`config.mk`:
```
export PLATFORM = sky130hd
export DESIGN_NAME = uart_rx
export DESIGN_NICKNAME = d
export VERILOG_FILES = /design/src/rtl/uart_rx.sv
export SDC_FILE = /design/constraint.sdc
export NUM_CORES = 1
export LEC_CHECK = 0
export CAP_MARGIN = 20
export CORE_UTILIZATION = 50
export DETAILED_ROUTE_END_ITERATION = 8
export HOLD_SLACK_MARGIN = 0.06
export PLACE_DENSITY = 0.74
export SLEW_MARGIN = 20
export SYNTH_ARGS = -nofsm -noshare
export SYNTH_HDL_FRONTEND = slang
export SYNTH_SLANG_ARGS = --single-unit
```
`constraint.sdc`:
```
create_clock -name clk -period 2.25 [get_ports clk]
set_clock_uncertainty 0.2 [all_clocks]
set_input_delay 0.3375 -clock clk [delete_from_list [all_inputs] [get_ports clk]]
set_output_delay 0.3375 -clock clk [all_outputs]
set_load 0.005 [all_outputs]
```
`src/rtl/uart_rx.sv`:
```
// uart_rx: UART receiver; 2-flop synchroniser, start detect, mid-bit sampling, stop check.
// Latency: valid/ferr strobe appears the cycle after the stop-bit sample edge.
// Backpressure: none; the consumer must take each byte within one frame time.
// Optional feature: define UART_RX_MAJORITY_EN for 2-of-3 majority sampling of every bit.
module uart_rx #(
  parameter int CLKS_PER_BIT = 9,
  parameter int PAYLOAD_BITS = 8
) (
  input  logic                    clk,
  input  logic                    rst_n,
  input  logic                    uart_rxd,
  input  logic                    uart_rx_en,
  output logic                    uart_rx_valid,
  output logic [PAYLOAD_BITS-1:0] uart_rx_data,
  output logic                    uart_rx_ferr
);

  localparam int CW   = $clog2(CLKS_PER_BIT) + 1;
  localparam int HALF = CLKS_PER_BIT / 2;
  localparam logic [CW-1:0] C_HALF_M1 = CW'(HALF - 1);
  localparam logic [CW-1:0] C_BIT_M1  = CW'(CLKS_PER_BIT - 1);
  localparam logic [3:0]    C_LAST    = 4'(PAYLOAD_BITS - 1);

  typedef enum logic [2:0] {IDLE, START, RECV, STOP, BREAK} state_t;

  state_t                  r_state, w_state_nxt;
  logic [CW-1:0]           r_cnt, w_cnt_nxt;
  logic [3:0]              r_bit, w_bit_nxt;
  logic [PAYLOAD_BITS-1:0] r_shift, w_shift_nxt;
  logic                    w_rxd_s;
  logic                    w_sample;
  logic                    w_tick;
  logic                    w_valid_nxt;
  logic                    w_ferr_nxt;

`ifdef UART_RX_MAJORITY_EN
  // r_hist[0] is the synchronised line; r_hist[2:1] are its two previous values
  logic       r_meta;
  logic [2:0] r_hist;

  // Synchroniser plus sample history, idle-high after reset
  always_ff @(posedge clk or negedge rst_n) begin
    if (!rst_n) begin
      r_meta <= 1'b1;
      r_hist <= 3'b111;
    end else begin
      r_meta <= uart_rxd;
      r_hist <= {r_hist[1:0], r_meta};
    end
  end

  assign w_rxd_s  = r_hist[0];
  assign w_sample = (r_hist[0] & r_hist[1]) | (r_hist[0] & r_hist[2]) | (r_hist[1] & r_hist[2]);
`else
  logic [1:0] r_sync;

  // Two-flop synchroniser, idle-high after reset
  always_ff @(posedge clk or negedge rst_n) begin
    if (!rst_n) begin
      r_sync <= 2'b11;
    end else begin
      r_sync <= {r_sync[0], uart_rxd};
    end
  end

  assign w_rxd_s  = r_sync[1];
  assign w_sample = w_rxd_s;
`endif

  // START waits half a bit to land mid start-bit; every later sample is one full bit on
  assign w_tick = (r_state == START) ? (r_cnt == C_HALF_M1) : (r_cnt == C_BIT_M1);

  // Next-state, counters, shift register and strobe decisions
  always_comb begin
    w_state_nxt = r_state;
    w_cnt_nxt   = r_cnt + 1'b1;
    w_bit_nxt   = r_bit;
    w_shift_nxt = r_shift;
    w_valid_nxt = 1'b0;
    w_ferr_nxt  = 1'b0;
    case (r_state)
      IDLE: begin
        w_cnt_nxt = '0;
        w_bit_nxt = '0;
        if (!w_rxd_s && uart_rx_en) w_state_nxt = START;
      end
      START: begin
        if (w_tick) begin
          w_cnt_nxt   = '0;
          // a high start sample means the fall was a glitch
          w_state_nxt = w_sample ? IDLE : RECV;
        end
      end
      RECV: begin
        if (w_tick) begin
          w_cnt_nxt                   = '0;
          w_shift_nxt                 = r_shift >> 1;
          w_shift_nxt[PAYLOAD_BITS-1] = w_sample;
          if (r_bit == C_LAST) w_state_nxt = STOP;
          else                 w_bit_nxt   = r_bit + 4'd1;
        end
      end
      STOP: begin
        if (w_tick) begin
          w_cnt_nxt = '0;
          if (w_sample) begin
            w_valid_nxt = 1'b1;
            w_state_nxt = IDLE;
          end else begin
            w_ferr_nxt  = 1'b1;
            w_state_nxt = BREAK;
          end
        end
      end
      BREAK: begin
        // a held-low line must return high before a new start can be seen
        w_cnt_nxt = '0;
        if (w_rxd_s) w_state_nxt = IDLE;
      end
      default: begin
        w_state_nxt = IDLE;
        w_cnt_nxt   = '0;
      end
    endcase
  end

  // State, counters and output registers
  always_ff @(posedge clk or negedge rst_n) begin
    if (!rst_n) begin
      r_state       <= IDLE;
      r_cnt         <= '0;
      r_bit         <= '0;
      r_shift       <= '0;
      uart_rx_valid <= 1'b0;
      uart_rx_ferr  <= 1'b0;
      uart_rx_data  <= '0;
    end else begin
      r_state       <= w_state_nxt;
      r_cnt         <= w_cnt_nxt;
      r_bit         <= w_bit_nxt;
      r_shift       <= w_shift_nxt;
      uart_rx_valid <= w_valid_nxt;
      uart_rx_ferr  <= w_ferr_nxt;
      if (w_valid_nxt) uart_rx_data <= r_shift;
    end
  end

endmodule

```
Word-level counts from Yosys, hierarchy flattened --
Index checks and enable logic that the tools add are counted.
Word-level totals: register bits 32, input bits 4
Cells by class: add/sub/neg operators 2, equality and inequality tests 14, multiplexer cells 21, reductions and logical operators 8
Operator list (count):
- 3-bit two-way mux | 7
- 3-bit case mux with 5 select lines | 1
- 2-bit inequality test, second input constant | 7
- 5-bit two-way mux | 2
- 4-bit two-way mux | 2
- 4-bit case mux with 2 select lines | 1
- 1-bit two-way mux | 7
- 3-bit by 2-bit == test with 1-bit output, second input constant | 2
- 6-bit AND reduction | 1
- 5-bit by 1-bit adder with 5-bit output, second input constant | 1
- 5-bit by 2-bit == test with 1-bit output, second input constant | 1
- 5-bit by 4-bit == test with 1-bit output, second input constant | 1
- 4-bit by 1-bit adder with 4-bit output, second input constant | 1
- 4-bit by 3-bit == test with 1-bit output, second input constant | 1
- 3-bit by 1-bit == test with 1-bit output, second input constant | 1
- 3-bit == test, second input constant | 1
- 3-bit logical NOT | 1
- 3-bit AND reduction | 1
- 3-bit OR reduction | 1
- 2-bit two-way mux | 1
- 2-bit AND reduction | 1
- 2-bit nonzero test | 1
- 1-bit logical AND | 1
- 1-bit logical NOT | 1

Longest topological paths before layout --
Gate-level depths: netlist of run 1.
word-level depth 4, mapped depth 5, gate-level depth less buffers 5

Worst setup path after synthesis of run 1 --
OpenSTA, ideal clock, no wires.
path type reg-to-reg, from reg r_state[0], to reg uart_rx_data[0], setup time 0.125 ns, data arrival time 1.972 ns, setup slack -0.046 ns, stages on the path, launching flop included 5, buffers on the path 0, cells stage by stage dfrtp_1 -> nor3b_1 -> mux2_4 -> nor4_4 -> mux2_2
On the way: longest elaborated chain between the ends 4, elaborated cells on any way between the ends 5, those cells by class eq/ne (2); mux (3)
Ends and longest elaborated chain:
- start, declared | line 26 | state_t r_state, w_state_nxt;
- start signal, assigned | line 138 | r_state <= w_state_nxt;
- 3-bit by 1-bit == test with 1-bit output | line 71 | assign w_tick = (r_state == START) ? (r_cnt == C_HALF_M1) : (r_cnt == C_BIT_M1);
- 1-bit two-way mux | line 71
- 1-bit two-way mux | line 104 | if (w_tick) begin
- 1-bit two-way mux * | line 81 | case (r_state)
- named net w_valid_nxt | line 33 | logic w_valid_nxt;
- end signal, assigned | line 144 | if (w_valid_nxt) uart_rx_data <= r_shift;
- end, declared | line 14 | output logic [PAYLOAD_BITS-1:0] uart_rx_data,
Mark *: on every way through the listed nets, which the timed path passes. The rest lies on a longest branch. A chain may end at the register's enable or synchronous reset.

Final worst setup path of run 1 --
from reg r_cnt[1], to reg uart_rx_data[1]
On the way: longest elaborated chain between the ends 4, elaborated cells on any way between the ends 5, those cells by class eq/ne (2); mux (3)
Ends and longest elaborated chain:
- start, declared | line 27 | logic [CW-1:0] r_cnt, w_cnt_nxt;
- start signal, assigned | line 139 | r_cnt <= w_cnt_nxt;
- 5-bit by 4-bit == test with 1-bit output / 5-bit by 2-bit == test with 1-bit output (equally long branches) | line 71
- 1-bit two-way mux * | line 71
- 1-bit two-way mux * | line 104
- 1-bit two-way mux * | line 81
- named net w_valid_nxt | line 33
Marked as above.

==> results of run 1 <==
==> metrics by stage <==
step / setup TNS [ns] / hold WS [ns] / power (W) / instance area (um^2) / cells
2_1_floorplan: 0 / -0.158 / 0.000603 / 1450 / 116
3_3_place_gp: -0.159 / 0.147 / 0.000622 / 1680 / 168
3_5_place_dp: -0.209 / 0.147 / 0.000623 / 1680 / 168
4_1_cts: 0 / 0.160 / 0.000999 / 1750 / 176
5_1_grt: 0 / 0.162 / 0.00103 / 1770 / 177
6_report: 0 / 0.159 / 0.000985 / 1770 / 177
==> cells in the mapped netlist, drive strengths merged <==
| cell | instances |
|---|---|
| mux2 | 18 |
| nor4b | 1 |
| a31oi | 1 |
| inv | 3 |
| mux2i | 1 |
| and3 | 3 |
| o211ai | 1 |
| xnor2 | 1 |
| nor3 | 3 |
| o31ai | 1 |
| nor2 | 9 |
| clkbuf | 2 |
| dfstp | 2 |
| or2 | 2 |
| nand2 | 4 |
| a211oi | 1 |
| nor4 | 2 |
| or3b | 2 |
| a221o | 2 |
| and4b | 1 |
| nor3b | 2 |
| ha | 2 |
| and2 | 2 |
| xor2 | 2 |
| nand3b | 3 |
| o21ai | 3 |
| a21oi | 4 |
| nand3 | 4 |
| dfrtp | 30 |
| nand4 | 1 |
| a41oi | 1 |
| a32o | 2 |
==> kinds of logic after synthesis <==
group / count (synthesis) / share of synthesized area
simple gates: 39 / 0.162
flops: 32 / 0.555
mux: 19 / 0.150
compound gates: 16 / 0.0778
buf+inv: 5 / 0.0199
xor+xnor: 3 / 0.0182
fa+ha+maj: 2 / 0.0173
==> state kept, by name, indices dropped and copies added (netlist names) <==
name,flops
r_state,3
uart_rx_data,8
r_bit,4
uart_rx_ferr,1
r_sync,2
uart_rx_valid,1
r_shift,8
r_cnt,5
==> area by class of cell <==
class / count / area (um^2)
fill: 212 / 992
sequential: 32 / 803
multi-input combinational: 79 / 627
timing repair buffer: 24 / 216
clock buffer: 8 / 68.8
tap: 31 / 38.8
inverter: 3 / 11.3
==> critical path: stages (launching register included) <==
cell	delay [ns]
dfrtp_1	0.41
or3b_1	0.39
mux2_4	0.32
nor4_4	0.23
buf_6	0.18
mux2_2	0.35
==> what timing repair did <==
| item | 4_1_cts | 5_1_grt |
|---|---|---|
| setup endpoints to repair | 0 | 8 |
| setup buffers | 0 | 1 |
| resized for setup | 0 | 2 |
==> power by group through the flow <==
stage / Sequential, W / Combinational (W) / Clock (W)
finish: 0.000588 / 0.0000234 / 0.000373
global route: 0.000589 / 0.0000269 / 0.000412
CTS: 0.000588 / 0.0000245 / 0.000387
detailed placement: 0.000599 / 0.0000243 / 0
global placement: 0.000598 / 0.0000236 / 0
floorplan: 0.000597 / 0.00000597 / 0
==> routing by layer <==
metal | wire [um] | global-route usage | vias to the layer above | part of all wire
met2 | 1360 | 0.322 | 15 | 0.49
met3 | 97 | 0.0721 | 8 | 0.035
met5 | 0 | 0 | - | 0
met1 | 1250 | 0.242 | 529 | 0.45
met4 | 57 | 0.0893 | 0 | 0.021
li1 | - | - | 486 | -
==> path summary, 6_finish.rpt <==
| kind | to | slack [ns] | depth (start not counted) |
|---|---|---|---|
| max in group asynchronous | r_sync[0] | 1.32 | 2 |
| setup / recovery | uart_rx_data[1] | 0.06 | 5 |
| min in group asynchronous | r_bit[3] | 0.18 | 2 |
| hold reg to reg | r_sync[1] | 0.16 | 0 |
| setup reg to reg | uart_rx_data[1] | 0.06 | 5 |
| hold / removal | r_sync[1] | 0.16 | 0 |
==> flow_summary_export.csv, run 1 <==
group,metric,value,unit
synth,ys_seq_elements,32,
floorplan,initial_utilization,0.525,
floorplan,core_area,0.00276,mm^2
grt,vias_in_the_first_global_route,1067,
synth,post_synth_instance_area,0.00145,mm^2
synth,synth_nets,122,
clock_tree,tritoncts_num_sinks,32,
route,drt.antenna.violating_nets,0,
min_path,hold_class,"reg2reg",
power_and_ir_drop,power.density,558,mW/mm^2
synth,yosysUniqueCellTypes,36,
clock_tree,clk-insertion-delay-late,0.34,ns
route,wirelength,2770,um
timing,timing.final.max_slew_violations,0,
floorplan,pin_count,14,
timing,post-route-worst-setup-slack,0.0594,ns
placed_design,dp.final_hpwl,1890,um
grt,grt_first_pass_wirelength,4720,um
clock_tree,cts.clk_slew.worst_paths,0.08,ns
worst_setup_path,start_kind,"flop",
placed_design,dp_worst_setup_slack,-0.209,ns
clock_tree,cts_tree,"done",
power_and_ir_drop,ir_worst_vdd,0.461,mV
final_layout,n_antenna_cell,0,
synth,synth_top_area_share,0.519,
route,via_per_inst,5.86,
grt,overflow,0,
synth,synth_seq_area_share,0.555,
grt,grt_start_max_net_pins,33,
floorplan,std_cell_rows,19,
power_and_ir_drop,power_frac_comb,0.024,
floorplan,die_x,55.8,um
route,dr.pass1.iters,4,
final_layout,commonest_cells_after_routing_fill_and_taps_aside,"dfrtp_1, mux2_2, clkdlybuf4s50_1, buf_4, nor2_1",
final_layout,area.growth.synth_to_final,22.0,%
timing,tightest_pin_transition,0.407,ns
worst_setup_path,worstReg2RegStart,"r_cnt[1]",
final_layout,utilization,0.640,
placed_design,gp_congestion,0.832,
clock_tree,cts_hold_repair.buffers,0,
power_and_ir_drop,clock_power_share,0.379,
worst_setup_path,critPathKind,"reg2reg",
worst_setup_path,path_max_fanout,9,
power_and_ir_drop,internal_power,0.000776,W
timing,slew_headroom,0.728,
worst_setup_path,startpoint,"r_cnt[1]",
floorplan,die_y,55.8,um
timing,timing.fmax,0.456,GHz
power_and_ir_drop,power.net_switching,0.000208,W
worst_setup_path,worstPathRequired,2.26,ns
route,vias,1038,
final_layout,nNetsFinal,151,
grt,grt_antenna_before_repair,0,
floorplan,floorplan.die_area,0.00311,mm^2
synth,ys_top_cells_by_area,"dfrtp_1, mux2_2, dfstp_2",
route,dr.first_iter.drc_count,17,
power_and_ir_drop,p_leak,0.804,nW
clock_tree,deepest_clock_path_buffer_count,2,
timing,min_period_over_period,0.974,
power_and_ir_drop,share_seq_of_total_power,0.597,
final_layout,layout.cells.most_common,"dfrtp_1",
route,drc_errors,0,
timing,hold_viol_final,0,
min_path,hp-start,"r_sync[0]",
clock_tree,cts_made_buffers,5,
grt,grt_util_all_layers,0.200,
synth,syn_area_per_cell,12.5,um^2
clock_tree,clockRootBuffer,"clkbuf_4",
final_layout,drive_gt1_frac,0.295,
synth,synth_cells,116,
power_and_ir_drop,power.share.switching,0.212,
outcome,outcome,"finished, final reports clean",
clock_tree,cts_htree_levels,2,
synth,synth_warnings,0,
timing,min_period,2.19,ns
route,avgRoutedWirePerCell,15.6,um
placed_design,port_buffers,13,
job,maxCapViolCount,0,
worst_setup_path,cp.arrival,2.20,ns
timing,grt_setup_unrepaired,"false",
timing,setup_violations,0,
worst_setup_path,worst_setup_path_end_kind,"flop",
synth,synth_area_leader_cell,"dfrtp_1",
(Power assumes the default switching activity.)
==> run 2, diff against run 1 <==
--- a/config.mk
+++ b/config.mk
@@ -6,10 +6,12 @@
 export NUM_CORES = 1
 export LEC_CHECK = 0
 export CAP_MARGIN = 20
-export CORE_UTILIZATION = 50
+export CELL_PAD_IN_SITES_DETAIL_PLACEMENT = 1
+export CELL_PAD_IN_SITES_GLOBAL_PLACEMENT = 2
+export CORE_UTILIZATION = 34
 export DETAILED_ROUTE_END_ITERATION = 8
 export HOLD_SLACK_MARGIN = 0.06
-export PLACE_DENSITY = 0.74
+export PLACE_DENSITY_LB_ADDON = 0.1
 export SLEW_MARGIN = 20
 export SYNTH_ARGS = -nofsm -noshare
 export SYNTH_HDL_FRONTEND = slang
==> run 2 against run 1 <==
  * Sequential share of layout area shrank 2.1 points
  * First-iteration DRC count grew 130%
  * Highest routed layer unchanged
  * Largest cell class unchanged
  * Cell area rose by 4.8%
  * Critical path depth stayed put
  * Core utilization decreased by 18 points
  * Non-clock buffer count rose by 5
  * Critical endpoint is now r_state[0]
  * Die area is 45% higher
  * Maximum frequency rose by 2.5%
  * Critical path type is now in2reg
  * Setup slack improved by 0.052 ns
  * Sequential power hardly changed
  * Worst hold slack worse by 0.0018 ns
  * Clock power grew 23%
==> flow_summary_export.csv, run 2 (synthesis gave the netlist of run 1 again) <==
group,metric,value,unit
grt,grt_antenna_before_repair,0,
worst_setup_path,crit_path_max_incr_delay,0.45,ns
floorplan,initial_utilization,0.357,
grt,vias_in_the_first_global_route,1065,
final_layout,drive_gt1_frac,0.325,
timing,timing.final.max_slew_violations,0,
route,drc_errors,0,
worst_setup_path,path_max_fanout,2,
clock_tree,clockRootBuffer,"clkbuf_8",
power_and_ir_drop,p_leak,0.836,nW
final_layout,nNetsFinal,156,
power_and_ir_drop,power.density,580,mW/mm^2
power_and_ir_drop,ir_worst_vdd,0.417,mV
timing,slew_headroom,0.720,
final_layout,commonest_cells_after_routing_fill_and_taps_aside,"dfrtp_1, mux2_2, buf_4, clkdlybuf4s50_1, nor2_1",
timing,setup_violations,0,
final_layout,fill_cells,439,
final_layout,utilization,0.456,
route,via_per_inst,5.11,
final_layout,layout_top_registers,"r_shift (8), uart_rx_data (8), r_cnt (5)",
final_layout,n_antenna_cell,0,
worst_setup_path,cp.arrival,2.11,ns
power_and_ir_drop,power_frac_comb,0.024,
final_layout,layout.cells.most_common,"dfrtp_1",
worst_setup_path,worstPathRequired,2.22,ns
placed_design,dp.final_hpwl,2160,um
placed_design,port_buffers,13,
worst_setup_path,path_cells,"clkdlybuf4s50_1 -> or3b_2 -> a32o_1 -> a211oi_2 -> mux2_2",
route,drt.antenna.violating_nets,0,
floorplan,die_y,67.3,um
grt,grt_util_all_layers,0.158,
timing,grt_setup_unrepaired,"false",
job,maxCapViolCount,0,
clock_tree,cts_tree,"done",
route,wirelength,3130,um
route,vias,1028,
clock_tree,clk-insertion-delay-late,0.28,ns
final_layout,area.growth.synth_to_final,27.8,%
worst_setup_path,worst_setup_path_end_kind,"flop",
clock_tree,deepest_clock_path_buffer_count,2,
power_and_ir_drop,clock_power_share,0.429,
timing,tightest_pin_transition,0.419,ns
timing,min_period_over_period,0.950,
worst_setup_path,critPathKind,"in2reg",
worst_setup_path,start_kind,"primary input",
timing,min_period,2.14,ns
clock_tree,cts.clk_slew.worst_paths,0.07,ns
route,dr.first_iter.drc_count,39,
grt,grt_first_pass_wirelength,5180,um
outcome,outcome,"finished, final reports clean",
clock_tree,cts_made_buffers,5,
grt,grt_start_max_net_pins,33,
timing,timing.fmax,0.468,GHz
floorplan,pin_count,14,
timing,fin_worst_hold_slack,0.157,ns
floorplan,core_area,0.00406,mm^2
final_layout,multiInputGateArea,626,um^2
power_and_ir_drop,power.net_switching,0.000230,W
route,dr.pass1.iters,4,
floorplan,std_cell_rows,23,
placed_design,gp_congestion,0.749,
grt,overflow,0,
final_layout,layout.area.seq,803,um^2
timing,hold_viol_final,0,
min_path,hold_class,"reg2reg",
floorplan,die_x,67.3,um
clock_tree,tritoncts_num_sinks,32,
route,avgRoutedWirePerCell,15.6,um
floorplan,floorplan.die_area,0.00452,mm^2
worst_setup_path,slowest_cp_cell,"clkdlybuf4s50_1",
power_and_ir_drop,power.share.switching,0.215,
clock_tree,cts_htree_levels,2,
power_and_ir_drop,internal_power,0.000842,W
power_and_ir_drop,share_seq_of_total_power,0.547,
-- run 2: changes by cell type in the layout (fill, tap and decap cells not counted), sizes merged --
| cell | before | now |
|---|---|---|
| buf | 11 | 16 |
| clkinvlp | 0 | 1 |
| clkbuf | 8 | 7 |
-- run 2: cell type report --
cell class                      count  share of cell area
Tap cell                           50              0.0338
Clock buffer                        7              0.0467
Clock inverter                      1             0.00406
Sequential cell                    32               0.434
Multi-Input combinational cell     79               0.338
Inverter                            3             0.00609
Timing Repair Buffer               29               0.137
-- run 2: worst paths after layout --
| path | startpoint | end | slack, ns | depth (start not counted) |
|---|---|---|---|---|
| max | uart_rx_en | r_state[0] | 0.11 | 5 |
| min | r_sync[0] | r_sync[1] | 0.16 | 0 |
| max reg2reg | r_cnt[0] | uart_rx_data[7] | 0.11 | 5 |
| min reg2reg | r_sync[0] | r_sync[1] | 0.16 | 0 |
| max in group asynchronous | rst_n | r_sync[1] | 1.25 | 2 |
| min in group asynchronous | rst_n | r_bit[3] | 0.25 | 2 |
-- run 2: worst max-delay path, delay by kind of cell --
family | cells | cell delay, ns
simple gates | 1 | 0.45
buf+inv | 1 | 0.45
compound gates | 2 | 0.52
mux | 1 | 0.36
-- run 2: per-stage QoR --
| step | instances | TNS [ns] | cell area, um^2 | setup WS (ns) | total power, W |
|---|---|---|---|---|---|
| after global routing | 201 | 0 | 1850 | 0.0109 | 0.00112 |
| after floorplan | 116 | 0 | 1450 | 0.0404 | 0.000603 |
| final | 201 | 0 | 1850 | 0.112 | 0.00107 |
| after detailed placement | 190 | -0.285 | 1730 | -0.261 | 0.000625 |
| after global placement | 190 | -0.162 | 1730 | -0.162 | 0.000625 |
| after CTS | 198 | 0 | 1820 | 0.0250 | 0.00110 |
-- run 2: repair_timing --
action	in CTS	in global routing
endpoints found under the setup margin	0	9
gates resized for setup	0	3
buffers inserted	0	2
endpoints found under the hold margin	0	0
hold buffers	0	0
-- run 2: power groups by stage --
stage / combinational, W / clock (W) / sequential, W
after global placement: 0.0000270 / 0 / 0.000598
after CTS: 0.0000273 / 0.000483 / 0.000587
after floorplan: 0.00000597 / 0 / 0.000597
final: 0.0000258 / 0.000460 / 0.000587
after global routing: 0.0000298 / 0.000503 / 0.000587
after detailed placement: 0.0000271 / 0 / 0.000598
-- run 2: routing by layer --
metal	track usage	share of wire	up-vias
li1	-	-	493
met1	0.199	0.47	517
met2	0.254	0.48	11
met3	0.0507	0.025	7
met4	0.0559	0.019	0
met5	0	0	-
